<file path="src/rtl/pwm_sine_pkg.sv">
// Shared helpers for the sine PWM generator: tone-to-hold-count mapping and the
// elaboration-time sine duty table, built with fixed-point integer arithmetic.
package pwm_sine_pkg;

  localparam int     SIN_FRAC    = 32'sd30;
  localparam longint SIN_ONE     = 64'sd1073741824;
  localparam longint SIN_MASK    = 64'sd1073741823;
  localparam longint HALF_PI_FIX = 64'sd1686629713;

  function automatic int tone_to_n(input int base_n, input int step_n, input int tone);
    return base_n + tone * step_n;
  endfunction

  // sin(2*pi*k/depth) scaled by 2**SIN_FRAC; quadrant folding keeps the series near zero
  function automatic longint sin_fix(input int k, input int depth);
    longint ph;
    longint f;
    longint x;
    longint term;
    longint sum;
    int     quad;
    ph   = (longint'(k % depth) <<< 32'sd32) / longint'(depth);
    quad = int'(ph >>> SIN_FRAC);
    f    = ph & SIN_MASK;
    if ((quad == 32'sd1) || (quad == 32'sd3)) begin
      f = SIN_ONE - f;
    end else begin
      f = f;
    end
    x    = (f * HALF_PI_FIX) >>> SIN_FRAC;
    term = x;
    sum  = x;
    for (int n = 32'sd1; n <= 32'sd7; n++) begin
      term = (term * x) >>> SIN_FRAC;
      term = (term * x) >>> SIN_FRAC;
      term = -term / longint'((32'sd2 * n) * (32'sd2 * n + 32'sd1));
      sum  = sum + term;
    end
    return (quad >= 32'sd2) ? -sum : sum;
  endfunction

  function automatic int lut_val(input int r, input int depth, input int k);
    longint amp;
    longint v;
    amp = (64'sd1 <<< (r - 32'sd1)) - 64'sd1;
    v   = (64'sd1 <<< (r - 32'sd1 + SIN_FRAC)) + amp * sin_fix(k, depth) + (SIN_ONE >>> 32'sd1);
    return int'(v >>> SIN_FRAC);
  endfunction

endpackage

</file>
<file path="src/rtl/pwm_sine_ch.sv">
// One sine-PWM channel: hold counter, sample index, tone latch, duty register and
// the registered carrier comparator.
module pwm_sine_ch
  import pwm_sine_pkg::*;
#(
  parameter int R      = 6,
  parameter int DEPTH  = 36,
  parameter int NW     = 12,
  parameter int BASE_N = 1000,
  parameter int STEP_N = 200,
  parameter int IW     = $clog2(DEPTH)
) (
  input  logic          clk,
  input  logic          rst,
  input  logic          en,
  input  logic          wrap,
  input  logic [R-1:0]  carrier,
  input  logic [3:0]    tone,
  input  logic          mute,
  output logic          pwm,
  output logic          tick,
  output logic [IW-1:0] idx
);

  logic [R-1:0]  lut_tab [DEPTH];
  logic [NW-1:0] n_last_tab [16];
  logic [NW-1:0] hold;
  logic [3:0]    tone_l;
  logic [R-1:0]  duty;
  logic          sample_end;

  for (genvar k = 0; k < DEPTH; k++) begin : g_lut
    localparam int V = lut_val(R, DEPTH, k);
    assign lut_tab[k] = V[R-1:0];
  end

  // Last hold value per tone, so the boundary test is a plain equality
  for (genvar t = 0; t < 16; t++) begin : g_n
    localparam int NL = tone_to_n(BASE_N, STEP_N, t) - 32'sd1;
    assign n_last_tab[t] = NL[NW-1:0];
  end

  assign sample_end = (hold == n_last_tab[tone_l]);

  // Sequencer state moves only on an enabled carrier wrap
  always_ff @(posedge clk) begin
    if (rst) begin
      hold   <= '0;
      idx    <= '0;
      tone_l <= 4'd0;
      duty   <= '0;
    end else if (en && wrap) begin
      duty <= lut_tab[idx];
      if (sample_end) begin
        hold   <= '0;
        idx    <= (idx == IW'(DEPTH - 1)) ? '0 : idx + 1'b1;
        tone_l <= tone;
      end else begin
        hold <= hold + 1'b1;
      end
    end else begin
      hold <= hold;
    end
  end

  // Registered output stage
  always_ff @(posedge clk) begin
    if (rst) begin
      pwm  <= 1'b0;
      tick <= 1'b0;
    end else begin
      pwm  <= en & ~mute & (carrier < duty);
      tick <= en & wrap & sample_end;
    end
  end

endmodule

</file>
<file path="src/rtl/pwm_sine_multi.sv">
// Multi-channel sine-modulated PWM: one shared carrier counter feeding NCH
// independent channel sequencers.
module pwm_sine_multi #(
  parameter int NCH    = 4,
  parameter int R      = 6,
  parameter int DEPTH  = 36,
  parameter int NW     = 12,
  parameter int BASE_N = 1000,
  parameter int STEP_N = 200,
  localparam int IW    = $clog2(DEPTH)
) (
  input  logic              clk,
  input  logic              rst,
  input  logic              en,
  input  logic [4*NCH-1:0]  tone,
  input  logic [NCH-1:0]    mute,
  output logic [NCH-1:0]    pwm_out,
  output logic [NCH-1:0]    sample_tick,
  output logic [IW*NCH-1:0] sample_idx
);

  logic [R-1:0] carrier;
  logic         wrap;

  assign wrap = en & (carrier == {R{1'b1}});

  // Shared carrier, frozen while disabled
  always_ff @(posedge clk) begin
    if (rst) begin
      carrier <= '0;
    end else if (en) begin
      carrier <= carrier + 1'b1;
    end else begin
      carrier <= carrier;
    end
  end

  for (genvar i = 0; i < NCH; i++) begin : g_ch
    pwm_sine_ch #(
      .R      (R),
      .DEPTH  (DEPTH),
      .NW     (NW),
      .BASE_N (BASE_N),
      .STEP_N (STEP_N),
      .IW     (IW)
    ) u_ch (
      .clk     (clk),
      .rst     (rst),
      .en      (en),
      .wrap    (wrap),
      .carrier (carrier),
      .tone    (tone[4*i +: 4]),
      .mute    (mute[i]),
      .pwm     (pwm_out[i]),
      .tick    (sample_tick[i]),
      .idx     (sample_idx[IW*i +: IW])
    );
  end

endmodule

</file>
<file path="config.mk">
export PLATFORM = sky130hd
export DESIGN_NAME = pwm_sine_multi
export DESIGN_NICKNAME = d
export VERILOG_FILES = /design/src/rtl/pwm_sine_pkg.sv /design/src/rtl/pwm_sine_ch.sv /design/src/rtl/pwm_sine_multi.sv
export SDC_FILE = /design/constraint.sdc
export NUM_CORES = 1
export LEC_CHECK = 0
export CORE_MARGIN = 3
export CORE_UTILIZATION = 32
export DETAILED_ROUTE_END_ITERATION = 10
export DONT_BUFFER_PORTS = 1
export PLACE_DENSITY_LB_ADDON = 0.2
export SLEW_MARGIN = 30
export SYNTH_ARGS = -nofsm -noshare
export SYNTH_HDL_FRONTEND = slang
export SYNTH_HIERARCHICAL = 1
export SYNTH_SLANG_ARGS = --single-unit
</file>
<file path="constraint.sdc">
create_clock -name clk -period 2.9 [get_ports clk]
set_input_delay 0.58 -clock clk [delete_from_list [all_inputs] [get_ports clk]]
set_output_delay 0.58 -clock clk [all_outputs]
set_load 0.02 [all_outputs]
</file>
* After elaboration in Yosys (flattened, before gate mapping)
Memory sizes are Yosys's and may differ from the RTL's. A register that Yosys moved wholly into a read port is not among the register bits. Cells that the tools add are included.
Word-level totals: RAM bits 0, input bits 23, ROM bits 2304, logic and storage cells 102, latch bits 0, output and inout bits 32, memories 8, flip-flop bits (word level) 102
Cells by class: div/mod/pow operators 0, muxes and demuxes 16, eq/ne operators 9, bitwise gates (word level) 26, $lt $le $gt $ge 8, shift operators 0, reduce and logical (&&, ||, !) cells 5, multipliers 0, add/subtract/negate cells 9
Memory list:
- (no name shown) | words 64, width 6, read ports 1, clocked after Yosys merged registers in 1, wr ports 0, line pwm_sine_ch.sv:53 | duty <= lut_tab[idx];
- (no name shown) | words 64, width 6, read ports 1, clocked after Yosys merged registers in 1, wr ports 0, line pwm_sine_ch.sv:53
- (no name shown) | words 64, width 6, read ports 1, clocked after Yosys merged registers in 1, wr ports 0, line pwm_sine_ch.sv:53
- (no name shown) | words 64, width 6, read ports 1, clocked after Yosys merged registers in 1, wr ports 0, line pwm_sine_ch.sv:53
- (no name shown) | words 16, width 12, read ports 1, clocked after Yosys merged registers in 0, wr ports 0, line pwm_sine_ch.sv:43 | assign sample_end = (hold == n_last_tab[tone_l]);
- (no name shown) | words 16, width 12, read ports 1, clocked after Yosys merged registers in 0, wr ports 0, line pwm_sine_ch.sv:43
- 2 more memories
Operators by type and width (count):
- $mux 12 | 12
- $add 12x1->12 const B | 4
- $eq 12x12->1 | 4
- $add 6x1->6 const B | 5
- $eq 6x6->1 const B | 5
- $not 6->7 | 4
- $lt 6x6->1 | 4
- $mux 6 | 4
- $ge 5x5->1 const B | 4
- $not 4->5 | 4
- $and 1x1->1 | 14
- $reduce_and 2->1 | 4
- $not 1->1 | 4
- $logic_and 1x1->1 | 1

* Longest topological paths before layout
Gate-level depths: netlist (run 1).
depth in word-level cells 6, gate-level depth with buffers 10, depth with buffers taken out 9

* Hierarchy
Netlist (run 1), hierarchy kept.
Modules (own cells, without submodules):
- pwm_sine_ch (g_ch[1].u_ch ...) | times used 2, cells each 253, area an instance 2169.6 um^2, seq. area each 600.6 um^2
- pwm_sine_ch (g_ch[3].u_ch) | times used 1, cells each 255, area an instance 2169.6 um^2, seq. area each 600.6 um^2
- pwm_sine_ch (g_ch[0].u_ch) | times used 1, cells each 249, area an instance 2059.5 um^2, seq. area each 600.6 um^2
- pwm_sine_multi | times used 1, cells each 28, area an instance 262.8 um^2, seq. area each 120.1 um^2

* Worst setup path before layout (run 1)
Ideal clock, no wire load.
path type reg2reg, start point reg g_ch[3].u_ch.tone_l[1], end point reg g_ch[3].u_ch.idx[4], arrival time 2.716 ns, stages on the path, launching flop included 10, buffers on the path 1, setup slack 0.114 ns, data required time 2.830 ns, setup time 0.070 ns, period minus slack after synthesis 2.786 ns, cells stage by stage dfxtp_1 buf_2 inv_1 ha_1 and2_1 or4_1 o2111a_2 a2111o_1 or4_1 a21oi_1
On the way: cells in the longest elaborated chain, start to end 6
RTL lines:
- start, declared | line pwm_sine_ch.sv:28 | logic [3:0] tone_l;
- start signal, assigned | line pwm_sine_ch.sv:57 | tone_l <= tone;
- $not 4->5 (implied by the code) | line pwm_sine_ch.sv:43
- $mem_v2 16x12
- $mux 12 (implied by the code) (2 in series) | line pwm_sine_ch.sv:43
- $eq 12x12->1 | line pwm_sine_ch.sv:43
- $reduce_and 2->1 (no source line)
- end signal, assigned | line pwm_sine_ch.sv:56 | idx <= (idx == IW'(DEPTH - 1)) ? '0 : idx + 1'b1;
- end, declared | line pwm_sine_ch.sv:22 | output logic [IW-1:0] idx
Every way passes these cells. The select of a mux whose other input is x is not followed. A chain may end at the register's enable or synchronous reset.

* Worst setup path in the final report (run 1)
start point reg g_ch[3].u_ch.tone_l[0], end point reg g_ch[3].u_ch.idx[4]
The elaborated chain is that of the path after synthesis.

==> impl_summary.md, run 1 <==
Yosys
The synthesized design contains around 130 register bits. The cell count after synthesis is 1038. A synthesized cell averages 8.51 um2. The portion of the post-synthesis area used by sequential elements is 28.6%. Counting flops with a built-in enable in the synthesized netlist gives 0. Counting distinct cell types in the post-synthesis netlist gives 65. The total nets after synthesis is 1134. The cell area after synthesis is 8830 um2.

For this run, asynchronously set or reset flops after synthesis account for 0%. The most instantiated flip-flop cell in the synthesis netlist is sky130_fd_sc_hd__dfxtp_1. During synthesis, Yosys emitted a total of 6 warnings.

Timing
The maximum clock frequency is roughly 360 MHz. The routed design could run at a clock period as short as 2.77 ns. The worst clock skew is 0.0173 ns. Setup repair after global routing left no endpoint under its margin.

The slew of the pin with the lowest slew margin is 0.788 ns. The number of pins exceeding their max-slew limit in the final report was 0. The number of failing hold endpoints at the final stage was 0. Headroom to the max-slew limit came out at between 40% and 50%. The final critical path takes up 95.6% of the cycle. Setup violations remaining at the end of the flow were counted as 0. After routing, the total negative slack on setup checks comes to 0 ns. The setup slack of the critical path after layout is 0.128 ns.

Power and ir drop
The largest vdd supply drop is about 0.00035 V. For this design the ratio of total power to cell area is approximately 400 nW/um2. The leakage component of the power is between 0.003 and 0.004 uW.

Place
During placement, the flow inserted port buffers numbering 0. The placer's final routability congestion estimate is 0.802. Before CTS, the worst setup slack after placement is 0.153 ns. The HPWL after detailed placement is ~14000 um.

Routing
The initial DRC count is 318. The via total after detailed routing is 7040. The total detailed-routing wirelength is between 20000 and 25000 um. For this run, the detailed router's first-pass iteration total came to 4. The uppermost metal layer occupied by signal nets is met5. In the routed design, unresolved DRC markers number 0. Summed over all nets, wire length on met3 after detailed routing comes to 820 um. Summed over all nets, wire length on met2 after detailed routing comes to 9140 um. Using the TritonRoute via totals, the vias-per-cell ratio works out to 5.08. In this run the remaining antenna-violating nets after routing total 0.

The total routed wire length on the met1 layer is 10100 um. In the final routed layout, each cell accounts on average for around 15 um.

Clock tree
In this run, CTS created clock tree buffers numbering 17. The number of hold buffers added after CTS was 0. Clock-pin slew was measured on the worst setup and hold paths at 0.07 ns. The clock tree from TritonCTS is done. The clock tree synthesis step divided the H-tree into 4 levels. Clock latency on the worst-skew pair, taken at its later pin, is 0.43 ns. Buffers added to address setup during post-CTS repair amount to 0. The clock root buffer is sky130_fd_sc_hd__clkbuf_16. Counting every sink on the clock net gives 126. The buffer levels on the longest clock path is 2. The post-cts repair resize count is 0.

Global routing
Entering global routing, the biggest net connects between 80 and 90 pins. The initial antenna violation count is 2. The via count of the first global-routing pass is 6670.

In the global route stage, overall resource usage came out at 14.2%. The first-pass GRT wire length is 34500 um. The remaining global-route overflow is 0.

Floorplanning
The die boundary height is 172 um. The count of standard-cell rows is 60. The effective utilization at floorplan is 32.7%. The width of the die is 172 um. The placeable core region is 27000 um2. In this run the count of I/O pins placed on the die edge is between 50 and 60. The area of the die is 29600 um2.

Critical path
The data arrival time at the worst-slack endpoint is 3.12 ns. The setup path with the least slack is of type flip-flop to flip-flop. Tracing the worst setup path back leads to its startpoint at g_ch[3].u_ch/tone_l[0]. Along the worst path, the maximum fanout reaches 6.

The endpoint type of the worst setup path is a flip-flop. The critical register-to-register path startpoint is g_ch[3].u_ch/tone_l[0]. The required time reported for the critical path endpoint is 3.25 ns.

The worst setup path is launched from a flip-flop.

Run
The count of maximum capacitance violations is 0.

Outcome
The flow ran to the end, and the final reports show no timing, DRC or antenna violations.

Worst hold path
The min-delay analysis places its worst path in the category input pin to flip-flop. The worst hold path begins at rst.

Finish
Cells fill 35.9% of the core in the end. The antenna diode count is 0. The top cell types in the final layout, fill and taps aside, are sky130_fd_sc_hd__dfxtp_1, sky130_fd_sc_hd__nor2_1, sky130_fd_sc_hd__nand2_1. For this run, the post-layout net count is 1129. The leading cell type in the layout, fill and taps excluded is sky130_fd_sc_hd__dfxtp_1. In the final layout, the share of cells above drive strength 1 is 11.7%. The area growth from synthesis to layout is 9.95%.
-- cells by family after synthesis --
family / count (synthesis) / share of synthesized area [%]
xor gates and xnor gates: 91 / 9.03
and+or+nand+nor: 364 / 20.5
DFF: 126 / 28.6
muxes: 62 / 8.39
buffers and inverters: 120 / 7.31
adders and majority gates: 73 / 10.3
AOI/OAI and AO/OA: 202 / 15.8
-- layer usage --
| metal | GRT usage [%] | vias up |
|---|---|---|
| li1 | - | 3641 |
| met1 | 19.4 | 3282 |
| met2 | 22.3 | 92 |
| met3 | 3.43 | 23 |
| met4 | 4.10 | 2 |
| met5 | 0 | - |
-- synthesized netlist by cell type (17+ instances only) --
| cell | n | area share, % |
|---|---|---|
| sky130_fd_sc_hd__nand2_1 | 88 | 3.7 |
| sky130_fd_sc_hd__ha_1 | 73 | 10 |
| sky130_fd_sc_hd__xor2_1 | 45 | 4.5 |
| sky130_fd_sc_hd__a21o_1 | 21 | 1.8 |
| sky130_fd_sc_hd__inv_1 | 53 | 2.3 |
| sky130_fd_sc_hd__clkbuf_1 | 33 | 1.4 |
| sky130_fd_sc_hd__a21oi_1 | 57 | 3.2 |
| sky130_fd_sc_hd__dfxtp_1 | 126 | 29 |
| sky130_fd_sc_hd__nor2_1 | 120 | 5.1 |
| sky130_fd_sc_hd__mux2i_1 | 47 | 5.3 |
| sky130_fd_sc_hd__nand4_1 | 17 | 1.2 |
| sky130_fd_sc_hd__xnor2_1 | 46 | 4.6 |
| sky130_fd_sc_hd__o21ai_0 | 27 | 1.5 |
| sky130_fd_sc_hd__a211oi_1 | 22 | 1.9 |
| sky130_fd_sc_hd__o211ai_1 | 21 | 1.8 |
| sky130_fd_sc_hd__nand3_1 | 22 | 1.2 |
-- critical path, cell delays in order (launching register included) --
cell                       delay (ns)
sky130_fd_sc_hd__dfxtp_1         0.33
sky130_fd_sc_hd__inv_1           0.08
sky130_fd_sc_hd__ha_1            0.31
sky130_fd_sc_hd__and2_1          0.19
sky130_fd_sc_hd__or4_1           0.48
sky130_fd_sc_hd__o2111a_2        0.18
sky130_fd_sc_hd__a2111o_1        0.47
sky130_fd_sc_hd__or4_1           0.52
sky130_fd_sc_hd__a21oi_1         0.16
-- registers in the layout, indices dropped and copies added (netlist names) --
| signal | cells |
|---|---|
| g_ch.u_ch/hold | 48 |
| g_ch.u_ch/tick | 4 |
| g_ch.u_ch/tone_l | 16 |
| g_ch.u_ch/duty | 24 |
| carrier | 6 |
| g_ch.u_ch/pwm | 4 |
| g_ch.u_ch/idx | 24 |
-- stage by stage --
step           instances  cell area, um2  hold slack [ns]  power (uW)
5_1_grt             1387            9710            0.188        4060
3_3_place_gp        1352            9110            0.437        1850
4_1_cts             1384            9690            0.193        3980
6_report            1387            9710            0.211        3910
2_1_floorplan       1038            8830            0.430        1850
3_5_place_dp        1352            9110            0.441        1850
-- path summary, 6_finish.rpt --
kind,end,slack [ns],depth (start not counted)
max,g_ch[3].u_ch/idx[4],0.13,8
min,g_ch[1].u_ch/tone_l[1],0.21,1
max reg2reg,g_ch[3].u_ch/idx[4],0.13,8
min reg2reg,g_ch[1].u_ch/duty[0],0.45,2
-- power breakdown --
group          total [uW]  internal (uW)  switching (uW)  leakage, uW
clock network        2100           1210             900     0.000282
registers            1740           1730            3.37      0.00101
logic                68.7           35.1            33.6      0.00216
total                3910           2970             937      0.00346
-- area by class of cell --
cell class,instances,area (um2)
clock inverters,15,150
repair buffers,43,323
well taps,341,427
fillers,2819,17300
flip-flops and latches,126,2520
multi-input cells,792,5660
inverters,53,199
clock buffers,17,425
Note: power is estimated with default switching activity, not from simulation.
==> run 2, diff against run 1 <==
- TNS_END_PERCENT: not set -> 100
==> results of run 2 <==
No change in the layout: final DEF, timing and power equal those of run 1.
==> run 3, diff against run 2 <==
- DONT_BUFFER_PORTS: 1 -> not set
==> run 3 against run 2 <==
Compared with the run above: core utilization is 2.7 points higher; combinational power up 92%; largest power group unchanged; first-iteration DRC count rose by 28%; largest cell class unchanged; sequential power is essentially flat; maximum frequency increased by 2.6%; non-clock buffer count up 68.
==> impl_summary.md, run 3 (synthesis results as in run 1) <==
Outcome
The flow ran to the end, and the final reports show no timing, DRC or antenna violations.

Timing
Subtracting the final worst setup slack from the clock period gives 2.70 ns. The number of pins exceeding their max-slew limit in the final report is 0. After layout, the worst path uses 93.2% of the clock period. For the pin with the worst max-slew slack, the measured transition is roughly 0.62 ns.

The count of final setup violators is 0. The max-slew headroom at the worst pin is 58.8%. Setup slack closes at 0.197 ns. The number of failing hold endpoints at the final stage is 0. Derived from the worst setup path, the maximum achievable clock frequency is 370 MHz. Setup repair after global routing left no endpoint under its margin. Between clock sinks in the finished design, the worst skew comes to 0.0115 ns. The sum of negative setup slack is 0 ns.

Global routing
The fraction of met2 tracks used by global routing is 23.0%. Entering global routing, the biggest net connects 39 pins. The via count of the first global-routing pass is between 7000 and 8000. The overall global routing resource usage is 14.2%. The most heavily used metal layer in global routing is met2.

The initial antenna violation count is 0. Global routing used 2.49% of the available met3 tracks. The first global-routing pass estimated around 35000 um of wire. After global routing the overflow that remains totals 0.

Global routing consumed, on the met1 layer, 19.9% of the routing resources.

Finish
g_ch.u_ch/hold holds more flip-flops than any other register. The fraction of layout cells with a size suffix above 1 is approximately 12%. The number of cells in the finished layout apart from fillers is 1455. The post-synthesis to final-layout area growth is 18.3%. The number of inserted filler cells in the final layout is 2790.

The repair_antennas step left the layout with diodes totalling 0. The number of flip-flops in the largest register is 48. The final layout net count is 1197.

The largest registers in the layout are g_ch.u_ch/hold (48), g_ch.u_ch/duty (24), g_ch.u_ch/idx (24). The library cell used most frequently in the layout, excluding fill and tap cells, is sky130_fd_sc_hd__dfxtp_1. The library cells used most frequently in the layout, excluding fill and tap cells, are sky130_fd_sc_hd__dfxtp_1, sky130_fd_sc_hd__nor2_1, sky130_fd_sc_hd__nand2_1. The combined area of the multi-input logic cells is 5660 um2.

The sequential standard cell area is 2520 um2.

Clock tree
Post-CTS timing repair inserted 0 buffers for setup. The clock reaches the later pin of the worst-skew pair after 0.42 ns. The clock net in this run drives a total of about 130 sinks. The H-tree generated during clock tree synthesis spans 4 levels. After clock tree synthesis, the clock-pin slew on the worst setup and hold paths is 0.06 ns. Gates resized during post-CTS repair numbered 0. TritonCTS built the clock tree.

The clock passes through at most 2 buffers. CTS placed an instance of sky130_fd_sc_hd__clkbuf_16 at the clock tree root. For this design, the CTS-stage hold fixing added 0 buffers.

The number of clock buffers inserted by TritonCTS is 17.

Power and ir drop
Sequential cells burn 41.7% of the power. The switching power of the nets is 863 uW. For this design the ratio of total power to cell area is 399 nW/um2. Net switching is 20.7% of the power. The largest vdd supply drop is roughly 0.00027 V. The leakage component of the power is 0.00375 uW. The internal portion of the total power is 3310 uW. The clock network fraction of design power is 55.2%. The logic gate share of total power is 3.2%.

Floorplanning
The count of standard-cell rows is 60. The placeable core region is between 20000 and 30000 um2. The die is 172 um tall. The effective utilization at floorplan is 32.7%. Measured along the x axis, the die boundary spans 172 um. The total I/O pin count is 55. The die covers 29600 um2.

Critical path
The type of the worst setup path is flip-flop to flip-flop. The endpoint type of the worst setup path is a flip-flop. At the worst endpoint, the required time is 3.24 ns. STA classifies the critical path startpoint as a flip-flop. In this run the worst path has a maximum fanout of 4. STA puts the critical path data arrival time at around 3 ns.

Routing
The number of detailed-routing iterations run before antenna repair is 5. The mean number of vias per cell is 5.00. The total detailed-routing wirelength is 20500 um. The initial DRC count is 407. The post-route antenna net violation count is 0. The via total after detailed routing is 7278.

After detailed routing, the average wire length per cell comes to 14.1 um. For this run, design rule violations remaining after detail routing come to 0.

Place
Including well taps, the total number of placed cells is around 1400. The wire-length estimate of the detail-placed layout is 14800 um. Port buffering added 54 buffers. The placer's final routability congestion estimate is between 0.7 and 0.8. Timing analysis after detailed placement gives a worst setup slack of 0.0187 ns.

Worst hold path
In this run the worst hold path is classified as flip-flop to flip-flop.

Run
The count of maximum capacitance violations is 0.
[run 3: cell count changes in the layout (fill, tap and decap cells not counted), sizes merged]
cell,before,now
bufinv,1,4
clkinvlp,1,4
clkdlybuf4s50,0,53
inv,60,53
clkinv,6,2
buf,43,58
clkbuf,17,22
[run 3: path summary, 6_finish.rpt]
path	start	to	slack, ns	depth (start not counted)
worst min-delay path	g_ch[0].u_ch/duty[3]	g_ch[0].u_ch/duty[3]	0.45	2
worst max-delay path	g_ch[3].u_ch/tone_l[0]	g_ch[3].u_ch/idx[4]	0.20	8
worst min register to register	g_ch[0].u_ch/duty[3]	g_ch[0].u_ch/duty[3]	0.45	2
worst max register to register	g_ch[3].u_ch/tone_l[0]	g_ch[3].u_ch/idx[4]	0.20	8
[run 3: stage by stage]
| stage | instance area [um2] | hold slack [ns] | util [%] | total power (uW) |
|---|---|---|---|---|
| after CTS | 10400 | 0.453 | 38.7 | 4250 |
| after detailed placement | 9810 | 0.444 | 36.3 | 1910 |
| after floorplan | 8830 | 0.430 | - | 1850 |
| after global placement | 9810 | 0.440 | 36.3 | 1910 |
| final | 10400 | 0.453 | 38.7 | 4170 |
| after global routing | 10400 | 0.480 | 38.7 | 4330 |
[run 3: power groups by stage]
stage | Clock (uW) | Combinational, uW | Sequential, uW
after floorplan | 0 | 66.0 | 1780
after global placement | 0 | 134 | 1780
after detailed placement | 0 | 134 | 1780
after CTS | 2380 | 135 | 1740
after global routing | 2440 | 147 | 1740
final | 2300 | 132 | 1740
[run 3: worst max-delay path: stages (launching register included)]
cell,delay [ns]
sky130_fd_sc_hd__dfxtp_1,0.32
sky130_fd_sc_hd__inv_1,0.07
sky130_fd_sc_hd__ha_1,0.32
sky130_fd_sc_hd__and2_1,0.20
sky130_fd_sc_hd__or4_1,0.47
sky130_fd_sc_hd__o2111a_2,0.18
sky130_fd_sc_hd__a2111o_1,0.43
sky130_fd_sc_hd__or4_1,0.51
sky130_fd_sc_hd__a21oi_1,0.14
[run 3: per-layer routing]
| metal | part of all wire [%] | vias to the layer above |
|---|---|---|
| li1 | - | 3785 |
| met3 | 3.0 | 12 |
| met1 | 51 | 3398 |
| met4 | 0.91 | 0 |
| met2 | 45 | 83 |
| met5 | 0 | - |
[run 3: layout make-up]
type	instances	area share, %
clock buffers	22	4.54
clock inverters	10	1.53
inverters	53	1.90
multi-input cells	792	54.2
flip-flops and latches	126	24.1
well taps	341	4.08
repair buffers	111	9.60
